### src/rtl/regfile.sv
// regfile: general-purpose register file with a per-register reservation
// scoreboard. Two combinational read ports, one writeback port, and a
// reservation request from decode that targets the port-0 register.
// Optional feature macro: REGFILE_BYPASS_EN. When it is defined, a writeback
// is forwarded to the read ports and clears the stall in the same cycle.
// When it is undefined, reads return only stored data.
module regfile #(
  parameter int unsigned W_DATA = 32,
  parameter int unsigned W_REG  = 3
) (
  input  logic              clk,
  input  logic              rst,
  input  logic [W_REG-1:0]  r0_num_i,
  input  logic [W_REG-1:0]  r1_num_i,
  output logic [W_DATA-1:0] r0_data_o,
  output logic [W_DATA-1:0] r1_data_o,
  input  logic              w_reserve_i,
  output logic              reserved_o,
  input  logic              wb_v_i,
  input  logic [W_REG-1:0]  wb_num_i,
  input  logic [W_DATA-1:0] wb_data_i,
  output logic              idle_o
);

  localparam int unsigned N_REG = 1 << W_REG;

  logic [W_DATA-1:0] data_q [N_REG];
  logic [W_DATA-1:0] data_d [N_REG];
  logic [N_REG-1:0]  res_q;
  logic [N_REG-1:0]  res_d;
  logic [N_REG-1:0]  res_eff;
  logic              idle_q;
  logic              accept;

  // Read ports and stall view of the scoreboard, with optional writeback bypass
  always_comb begin
    res_eff   = res_q;
    r0_data_o = data_q[r0_num_i];
    r1_data_o = data_q[r1_num_i];
`ifdef REGFILE_BYPASS_EN
    if (wb_v_i) begin
      res_eff[wb_num_i] = 1'b0;
      if (wb_num_i == r0_num_i) r0_data_o = wb_data_i;
      if (wb_num_i == r1_num_i) r1_data_o = wb_data_i;
    end
`endif
    reserved_o = res_eff[r0_num_i] | res_eff[r1_num_i];
    accept     = w_reserve_i & ~reserved_o;
  end

  // Next-state data and scoreboard; a new reservation wins over a same-register writeback
  always_comb begin
    data_d = data_q;
    res_d  = res_q;
    if (wb_v_i) begin
      data_d[wb_num_i] = wb_data_i;
      res_d[wb_num_i]  = 1'b0;
    end
    if (accept) begin
      res_d[r0_num_i] = 1'b1;
    end
  end

  // State registers with synchronous reset overriding any concurrent update
  always_ff @(posedge clk) begin
    if (rst) begin
      data_q <= '{default: '0};
      res_q  <= '0;
      idle_q <= 1'b1;
    end else begin
      data_q <= data_d;
      res_q  <= res_d;
      idle_q <= ~|res_d;
    end
  end

  assign idle_o = idle_q;

endmodule
### config.mk
export PLATFORM = sky130hd
export DESIGN_NAME = regfile
export DESIGN_NICKNAME = d
export VERILOG_FILES = /design/src/rtl/regfile.sv
export SDC_FILE = /design/constraint.sdc
export NUM_CORES = 1
export LEC_CHECK = 0
export BUFFER_PORTS_ARGS = -buffer_cell sky130_fd_sc_hd__buf_2
export CAP_MARGIN = 40
export CORE_ASPECT_RATIO = 0.75
export CORE_MARGIN = 2
export CORE_UTILIZATION = 65
export DETAILED_ROUTE_END_ITERATION = 16
export HOLD_SLACK_MARGIN = 0.05
export PLACE_DENSITY = 0.95
export SLEW_MARGIN = 20
export SYNTH_ARGS = -nofsm -noshare
export SYNTH_HDL_FRONTEND = slang
export SYNTH_SLANG_ARGS = --single-unit
### constraint.sdc
create_clock -name clk -period 3.9 [get_ports clk]
set_input_delay 0.585 -clock clk [delete_from_list [all_inputs] [get_ports clk]]
set_output_delay 0.585 -clock clk [all_outputs]
set_load 0.02 [all_outputs]
==> results.md <==
- Crit path DAT: 2.74 ns
- DIE AREA: 21570 um^2
- H-tree Lvls: 1
- Total power: 6.043 mW
- Most used flip-flop cell after synthesis: dfxtp_1
- Seq/Total Area, Yosys: 0.4002
- Layout net count: 1654
- Io pins: 111
- Fmax: 300.3 MHz
- Net Switching: 1.589 mW
- Initial antenna violation count: 5
- WL final: 46910 um
- Share of post-route cells with drive strength above 1: 0.2050
- # Max-Cap Violations: 0
- Number of flops mapped to enable cells by yosys: 0
- Via count: 13540
- WP data required: 3.31 ns
- GR Util All Layers: 0.4259
- Root Driver: clkbuf_16
- Setup Skew: 0.004544 ns
- Post-synth top area share: 0.4002
- RSZ-0062 raised after global routing: no
- Clock slew at reported path FFs: 0.06 ns
- DP Area: 13910 um^2
- Mapped Area: 13260 um^2
- CTS tree: yes
- Leak pwr: 5.314 nW
- Power Dens Cells: 408.0 nW/um^2
- Commonest non-fill, non-tap cells in the layout: nand2_1, a21oi_1, dfxtp_1
- Flops & latches, synth: 265
- # fillers: 1364
- PortBufs: 110
- DRT antenna net count: 0
- Post-CTS Setup Bufs: 0
- Critical Path Fanout Max: 17
- Crit Path Category: in -> out
- Flop pwr share: 0.467
- Drt drc: 0
- Hold Violations, Final: 0
- HPWL Detailed: 28120 um
- Area delta synth->final: 11.72%
- Worst Tran Pin Value: 0.9343 ns
- Yosys top cell by area: dfxtp_1
- Crit end category: output pin
- Design Area, Final: 14810 um^2
- Peak supply drop: 0.0003645 V
- Worst Setup Start Kind: input pin
- Most common cell after layout, fill and taps aside: nand2_1
- CTS Sinks: 265
- Initial DRC count: 2349
- FP Rows: 45
- Vias per inst: 7.162
- First-pass GRT wire length: 71310 um
- Worst hold path type: in -> reg
- CTS resizes: 0
- Vias in the first global route: 12950
- Netlist cell types: 50
- Switch share: 0.2629
- Top post-synthesis cells by area: dfxtp_1, nand2_1, mux4_2, a21oi_1, mux2_2
- Max-slew violation total from the final report: 0
- Core Footprint: 20100 um^2
- Internal: 4.455 mW
- Slew HR: 0.3758
- GPL Wtd Cong: 0.9697
- Hold buffer count at cts: 0
- TritonRoute pass-1 iters: 9
- Endpoints failing setup: 0
- Synthesized area per cell: 8.359 um^2
- Die X: 168.9 um
- Total grt overflow: 0
- Comb power frac: 0.112
- Asr flop ratio synth: 0
- Total CTS buffers: 26
- Tmin final: 3.330 ns
- Die span in y: 127.7 um
- Clock power share: 0.421
- Status: finished, final reports clean
- Routed WL per cell: 24.81 um
- Post-synthesis cell count: 1586
- Total negative slack: 0 ns
- Initial Util: 0.6596
- Warning count from the yosys run: 0
- Clock insertion delay at the later pin of the skew report: 0.54 ns
- Final Cycle Share: 0.8538
- Clock Tree Buf Depth: 3
- Mapped Nets: 1631
- Largest net degree at the start of global routing: 131
-- metal layers --
| metal | routed length [um] | GRT usage | up-vias |
|---|---|---|---|
| li1 | - | - | 5570 |
| met1 | 15730 | 0.5533 | 6238 |
| met2 | 19730 | 0.6295 | 1377 |
| met3 | 8278 | 0.1405 | 357 |
| met4 | 3160 | 0.2414 | 2 |
| met5 | 16 | 0 | - |
-- per-stage QoR --
| stage | setup slack [ns] | hold WS, ns | std cells | utilization |
|---|---|---|---|---|
| 5_1_grt | 0.6179 | 0.3629 | 1888 | 0.7365 |
| 2_1_floorplan | 1.058 | 0.4418 | 1586 | - |
| 3_3_place_gp | 0.7430 | 0.4512 | 1836 | 0.6906 |
| 4_1_cts | 0.7245 | 0.3449 | 1886 | 0.7350 |
| 3_5_place_dp | 0.7487 | 0.4567 | 1838 | 0.6921 |
| 6_report | 0.5703 | 0.3542 | 1891 | 0.7369 |
-- cell type report --
class / instances / area [um^2] / area share
inverter: 6 / 22.52 / 0.001521
multi-input combinational: 1151 / 7284 / 0.4918
antenna: 4 / 10.01 / 0.0006758
clock inverter: 7 / 63.81 / 0.004308
tap: 258 / 322.8 / 0.02179
timing repair buffer: 159 / 1005 / 0.06783
clock buffer: 41 / 798.3 / 0.05389
sequential: 265 / 5305 / 0.3582
-- power by group through the flow --
stage	Sequential, mW	Clock, mW	Combinational, mW
after detailed placement	2.87	0	0.636
final	2.82	2.55	0.679
after global routing	2.82	2.65	0.695
after floorplan	2.86	0	0.434
after CTS	2.82	2.54	0.641
after global placement	2.87	0	0.616
-- state kept, by name (all words and copies together), names as in the netlist --
signal   cells
data_q     256
res_eff      8
idle_o       1
-- synth_stat cells, drive strengths merged (8+ instances only) --
cell type,number
dfxtp,265
mux2i,18
a221oi,28
nand3b,8
mux4,75
a21oi,272
mux2,61
clkbuf,124
a22oi,27
nor2,33
nand3,10
buf,40
nand2,528
o21ai,26
-- worst paths after layout --
| check | from | endpoint | slack [ns] | cells past startpoint |
|---|---|---|---|---|
| max | r0_num_i[0] | r0_data_o[17] | 0.57 | 9 |
| min | wb_data_i[25] | data_q[25]$_SDFFE_PP0P_ | 0.35 | 3 |
| max reg2reg | res_eff[7]$_SDFF_PP0_ | res_eff[2]$_SDFF_PP0_ | 1.71 | 5 |
| min reg2reg | data_q[5]$_SDFFE_PP0P_ | data_q[5]$_SDFFE_PP0P_ | 0.47 | 2 |
-- kinds of logic after synthesis --
logic type | Yosys count | synth area share
AOI/OAI and AO/OA | 391 | 0.1726
buffers and inverters | 170 | 0.05379
DFF | 265 | 0.4002
muxes | 154 | 0.1928
and+or+nand+nor | 606 | 0.1806
-- worst max-delay path, stage by stage --
cell and delay, ns:
buf_2 0.23, buf_4 0.23, inv_2 0.41, nor2_1 0.24, buf_4 0.23, a221o_1 0.35, o21ai_1 0.09, o21ai_1 0.15
buf_2 0.21
Note: power is estimated with default switching activity, not from simulation.
